$ cat src/rtl/clk_div_pkg.sv
// Shared constants and helpers for the programmable clock divider.
// The RUN/PARK state type is only used when CLK_DIV_GATE_EN is defined.
package clk_div_pkg;

  localparam int DIV_MIN = 2;

  typedef enum logic {
    RUN,
    PARK
  } clk_div_state_e;

  // High-phase length of an N-cycle output period; odd ratios get the extra cycle high.
  function automatic logic [31:0] hi_len(input logic [31:0] n);
    return (n + 32'd1) >> 1;
  endfunction

endpackage

$ cat src/rtl/clk_div_req.sv
// Pending divide-ratio register with valid/ready handshake and sticky error flag.
// Illegal ratios are accepted but discarded.
module clk_div_req
  import clk_div_pkg::*;
#(
  parameter int DIV_W = 8
) (
  input  logic             clk_i,
  input  logic             arst_ni,
  input  logic [DIV_W-1:0] div,
  input  logic             valid,
  input  logic             apply,
  output logic             ready,
  output logic             pend_vld,
  output logic [DIV_W-1:0] pend_div,
  output logic             err
);

  always_ff @(posedge clk_i or negedge arst_ni) begin
    if (!arst_ni) begin
      pend_vld <= 1'b0;
      pend_div <= '0;
      err      <= 1'b0;
    end else if (valid && !pend_vld) begin
      if (div >= DIV_W'(DIV_MIN)) begin
        pend_vld <= 1'b1;
        pend_div <= div;
        err      <= 1'b0;
      end else begin
        err <= 1'b1;
      end
    end else if (apply) begin
      pend_vld <= 1'b0;
    end
  end

  assign ready = !pend_vld;

endmodule

$ cat src/rtl/clk_div.sv
// Programmable integer clock divider; ratio changes land only on period boundaries.
// Optional run/park gating is enabled by defining CLK_DIV_GATE_EN.
module clk_div
  import clk_div_pkg::*;
#(
  parameter int DIV_W   = 8,
  parameter int DEF_DIV = 2
) (
  input  logic             clk_i,
  input  logic             arst_ni,
  input  logic [DIV_W-1:0] div_i,
  input  logic             div_valid_i,
`ifdef CLK_DIV_GATE_EN
  input  logic             en_i,
  output logic             stopped_o,
`endif
  output logic             div_ready_o,
  output logic             err_o,
  output logic [DIV_W-1:0] ratio_o,
  output logic             tick_o,
  output logic             clk_o
);

  if (DEF_DIV < DIV_MIN || DEF_DIV >= (2 ** DIV_W)) begin : g_def_div_chk
    $error("clk_div: DEF_DIV out of range");
  end

  localparam logic [DIV_W-1:0] ONE = DIV_W'(1);

  logic [DIV_W-1:0] cnt_q, cnt_nxt;
  logic [DIV_W-1:0] ratio_q, ratio_nxt;
  logic             clk_q, clk_nxt;
  logic             tick_q, tick_nxt;
  logic             boundary, apply;
  logic             pend_vld;
  logic [DIV_W-1:0] pend_div;

`ifdef CLK_DIV_GATE_EN
  // state | meaning
  // RUN   | counting, clk_o toggling
  // PARK  | stopped at a boundary, clk_o held low
  clk_div_state_e state_q, state_nxt;

  always_ff @(posedge clk_i or negedge arst_ni) begin
    if (!arst_ni) state_q <= RUN;
    else          state_q <= state_nxt;
  end

  assign stopped_o = (state_q == PARK);
`endif

  always_comb begin
    boundary  = (cnt_q == ratio_q - ONE);
    apply     = boundary;
    cnt_nxt   = boundary ? '0 : cnt_q + ONE;
    ratio_nxt = (boundary && pend_vld) ? pend_div : ratio_q;
    clk_nxt   = ({1'b0, cnt_nxt} < (DIV_W + 1)'(hi_len(32'(ratio_nxt))));
    tick_nxt  = (cnt_nxt == '0);
`ifdef CLK_DIV_GATE_EN
    state_nxt = state_q;
    case (state_q)
      RUN: begin
        if (boundary && !en_i) begin
          state_nxt = PARK;
          cnt_nxt   = '0;
          clk_nxt   = 1'b0;
          tick_nxt  = 1'b0;
        end
      end
      PARK: begin
        // Pending ratio may load on any parked cycle; restart begins a full period.
        apply     = 1'b1;
        ratio_nxt = pend_vld ? pend_div : ratio_q;
        cnt_nxt   = '0;
        clk_nxt   = en_i;
        tick_nxt  = en_i;
        if (en_i) state_nxt = RUN;
      end
      default: state_nxt = RUN;
    endcase
`endif
  end

  always_ff @(posedge clk_i or negedge arst_ni) begin
    if (!arst_ni) begin
      cnt_q   <= '0;
      ratio_q <= DIV_W'(DEF_DIV);
      clk_q   <= 1'b0;
      tick_q  <= 1'b0;
    end else begin
      cnt_q   <= cnt_nxt;
      ratio_q <= ratio_nxt;
      clk_q   <= clk_nxt;
      tick_q  <= tick_nxt;
    end
  end

  clk_div_req #(
    .DIV_W(DIV_W)
  ) u_req (
    .clk_i   (clk_i),
    .arst_ni (arst_ni),
    .div     (div_i),
    .valid   (div_valid_i),
    .apply   (apply),
    .ready   (div_ready_o),
    .pend_vld(pend_vld),
    .pend_div(pend_div),
    .err     (err_o)
  );

  assign ratio_o = ratio_q;
  assign tick_o  = tick_q;
  assign clk_o   = clk_q;

endmodule

$ cat config.mk
export PLATFORM = sky130hd
export DESIGN_NAME = clk_div
export DESIGN_NICKNAME = d
export VERILOG_FILES = /design/src/rtl/clk_div_pkg.sv /design/src/rtl/clk_div_req.sv /design/src/rtl/clk_div.sv
export SDC_FILE = /design/constraint.sdc
export NUM_CORES = 1
export LEC_CHECK = 0
export CORE_UTILIZATION = 40
export CTS_BUF_LIST = sky130_fd_sc_hd__clkbuf_16
export CTS_CLUSTER_DIAMETER = 40
export CTS_CLUSTER_SIZE = 28
export DETAILED_ROUTE_END_ITERATION = 10
export GPL_TIMING_DRIVEN = 0
export SYNTH_ARGS = -nofsm -noshare
export SYNTH_HDL_FRONTEND = slang
export SYNTH_SLANG_ARGS = --single-unit
$ cat constraint.sdc
create_clock -name clk_i -period 7.8 [get_ports clk_i]
set_input_delay 1.56 -clock clk_i [delete_from_list [all_inputs] [get_ports clk_i]]
set_output_delay 1.56 -clock clk_i [all_outputs]
set_load 0.01 [all_outputs]
==> results.yml <==
routing:
  drtAntennaViolNets: 0
  drc: 0
  num_vias: 1460
  vias_per_cell: 5.64
  drt_iter0_drc: 63
  drt_first_pass_iters: 6
  wl_um: 4260
  post_drt_wl_per_cell_um: 16.4
min_path:
  min_path_type: "flop to flop"
timing:
  fin_hold_ws_ns: 0.517
  slew-limit-headroom_pct: 43.3
  fin_skew_ns: 0.00209
  worst_pin_slew_ns: 0.849
  hold_viol_final: 0
  period_share_pct: 62.9
  setup_viol: 0
  slew_violations: 0
  fin_setup_tns_ns: 0
  min_period_ns: 4.91
  max_freq_mhz: 204
  rsz0062_at_grt: "no"
  layout_setup_ws_ns: 2.89
cells_and_area:
  nets: 229
  antennaDiodeCount: 0
  syn2layout_area_growth_pct: 19.0
  fin_area_sq_um: 2250
  drive_gt1_share_pct: 15.0
pwr:
  p_int_mw: 0.224
  power_frac_seq_pct: 53.7
  powerDensity_nw_per_um2: 124
  p_comb_share_pct: 4.4
  power_leakage_nw: 1.08
  p_clk_share_pct: 41.9
  p_sw_mw: 0.0566
  p_sw_share_pct: 20.2
  irDropWorstVdd_mv: 0.0935
clocking:
  cts_resized: 0
  holdBufCountCts: 0
  postCtsSetupBuffers: 0
  clk_pin_slew_ns: 0.07
  numCtsBuffers: 3
  clock_latency_ns: 0.26
  clock-sinks: 28
  h-tree-depth: 1
  ctsRootBufferMaster: "clkbuf_16"
  cts_tree: "built"
  clock_path_buffers: 2
global_routing:
  grt_start_max_net_pins: 29
  antenna_found_initial: 0
  track_usage_pct: 19.1
  grt_pass1_wl_um: 7530
  grt_pass1_vias: 1594
  grt.overflow.total: 0
synthesis:
  ys.flop_type: "dfrtp_1"
  synth.area.top_cells: "dfrtp_1 36%, xnor2_1 6.9%, ha_1 6.6%"
  yosys.cell_types.count: 49
  ys.warnings.count: 0
  syn_area_sq_um: 1890
  synthesis.instances: 181
  synth_edf_count: 0
  synth_nets: 202
  syn_avg_cell_area_sq_um: 10.5
  synth.largest_area_cell: "dfrtp_1"
  yosysTopAreaCellShare_pct: 35.7
  synth_seq_cells: 28
  async_flop_share_pct: 100
  seq_area_frac_synth_pct: 37.1
critical_path:
  crit_chain: "inv_1, ha_1, or3b_1, a211o_1, a211oi_4, o2111ai_4, buf_6, o21ai_0, ha_1, nand3_1, xor2_1, nand2_1, o21ai_0, ha_1, a2111oi_0, nand3_1, a31oi_1, a211o_1"
  cp-end-kind: "flop"
  cp_slowest_cell: "a2111oi_0"
  cp_max_fo: 10
  reg2reg_slack_ns: 2.89
  critPathArrivalTime_ns: 5.11
  rr_startpoint: "ratio_o[0]$_DFF_PN0_"
  crit_end: "clk_o$_DFF_PN0_"
  cp.buffers_inverters: 2
  r2r_cells: 18
  crit_top_cell: "ha_1"
  required_ns: 8.00
  path_depth: 18
  critPathTopFamily: "compound AO/OA/AOI/OAI gates"
  slowest_delay_ns: 0.66
  crit_type: "flop to flop"
  r2r-end: "clk_o$_DFF_PN0_"
  startpoint: "ratio_o[0]$_DFF_PN0_"
  startpoint_type: "flop"
placed_design:
  place_hpwl_um: 3350
  gp_congestion: 0.782
  port_buffers: 22
  pre_cts_ws_ns: 2.97
  dpl_cell_area_sq_um: 2180
flow_run:
  max_cap_violations: 0
floorplanning:
  ioPinCount: 23
  num_rows: 24
  fp.coreArea_sq_um: 4440
  die_height_um: 70.8
  start_util_pct: 42.6
  dieArea_sq_um: 5010
  die_w_um: 70.8
status:
  status: "complete, no violations"
routing by layer:
metal	part of all wire, %	wire length [um]	vias up	GRT usage (%)
met2	51	2160	28	33.5
met5	0	0	-	0
li1	-	-	705	-
met1	45	1900	718	24.6
met4	2.2	93	0	7.33
met3	2.3	98	9	1.71
layout by cell type (no fill, tap or decap), types with 2 or more instances in the layout:
cell / netlist / routed
dfrtp_1: 27 / 27
clkdlybuf4s50_1: 0 / 21
xnor2_1: 15 / 15
nor2_1: 14 / 14
mux2_2: 11 / 11
xor2_1: 10 / 10
nand2_1: 10 / 10
ha_1: 10 / 10
inv_1: 7 / 8
nand3_1: 8 / 8
o21ai_0: 8 / 8
nor3_1: 5 / 5
and3_1: 4 / 4
buf_6: 3 / 3
clkbuf_1: 3 / 3
o211a_1: 3 / 3
nand4_1: 3 / 3
mux2i_1: 3 / 3
clkbuf_16: 0 / 3
a211o_1: 2 / 2
mux2_4: 2 / 2
nor2b_1: 2 / 2
o211ai_1: 2 / 2
o41ai_1: 2 / 2
cells by family after synthesis:
| family | synth area share, % |
|---|---|
| AO/OA/AOI/OAI | 13.6 |
| buffers and inverters | 4.62 |
| AND/OR/NAND/NOR | 16.0 |
| adder cells (fa/ha/maj) | 6.61 |
| flip-flops | 37.1 |
| XOR/XNOR | 12.4 |
| multiplexers | 9.71 |
power by group through the flow:
stage               registers [mW]  logic, mW  clock network, mW
floorplan                    0.152    0.00350                  0
global placement             0.153     0.0127                  0
detailed placement           0.153     0.0131                  0
CTS                          0.150     0.0131              0.119
global route                 0.151     0.0141              0.127
finish                       0.150     0.0124              0.117
stage by stage:
stage | utilization, % | power [mW] | cells
global placement | 49.0 | 0.166 | 255
floorplan | - | 0.156 | 181
finish | 50.7 | 0.280 | 259
CTS | 50.8 | 0.282 | 259
global route | 50.7 | 0.292 | 259
detailed placement | 49.0 | 0.166 | 255
worst min path at each step:
stage	start	slack, ns	to	depth (start not counted)
detailed placement	u_req.err$_DFFE_PN0P_	0.51	u_req.err$_DFFE_PN0P_	2
global route	u_req.pend_div[7]$_DFFE_PN0P_	0.56	u_req.pend_div[7]$_DFFE_PN0P_	1
finish	u_req.err$_DFFE_PN0P_	0.52	u_req.err$_DFFE_PN0P_	2
global placement	u_req.err$_DFFE_PN0P_	0.49	u_req.err$_DFFE_PN0P_	2
CTS	u_req.err$_DFFE_PN0P_	0.53	u_req.err$_DFFE_PN0P_	2
floorplan	u_req.pend_div[7]$_DFFE_PN0P_	0.48	u_req.pend_div[7]$_DFFE_PN0P_	1
state kept, by name, indices dropped and copies added (netlist names):
register        flops
ratio_o             8
cnt_q               8
u_req.err           1
tick_o              1
clk_o               1
u_req.pend_vld      1
u_req.pend_div      8
cell type report:
cell class,count,area [sq um]
plain buffers,8,57.6
fillers,433,2190
multi-input cells,137,1100
clock buffers,3,75.1
inverters,8,30.0
repair buffers,22,215
clock inverters,1,3.75
well taps,52,65.1
flip-flops and latches,28,702
synth_stat cells, drive strengths merged, types with 2 or more instances:
| library cell | count |
|---|---|
| a211o | 2 |
| and3 | 4 |
| buf | 4 |
| clkbuf | 4 |
| dfrtp | 27 |
| ha | 10 |
| inv | 8 |
| mux2 | 13 |
| mux2i | 3 |
| nand2 | 10 |
| nand3 | 8 |
| nand4 | 3 |
| nor2 | 14 |
| nor2b | 2 |
| nor3 | 5 |
| nor4 | 3 |
| o2111ai | 2 |
| o211a | 3 |
| o211ai | 2 |
| o21ai | 8 |
| o41ai | 2 |
| xnor2 | 16 |
| xor2 | 10 |
worst reg2reg max path, stage by stage, from the launching register on:
cell and delay [ns]:
dfrtp_1 0.49, inv_1 0.13, ha_1 0.25, or3b_1 0.38, a211o_1 0.34, a211oi_4 0.26, o2111ai_4 0.30, buf_6 0.24
o21ai_0 0.26, ha_1 0.40, nand3_1 0.14, xor2_1 0.16, nand2_1 0.07, o21ai_0 0.10, ha_1 0.21, a2111oi_0 0.66
nand3_1 0.14, a31oi_1 0.20, a211o_1 0.12
(Power assumes the default switching activity.)
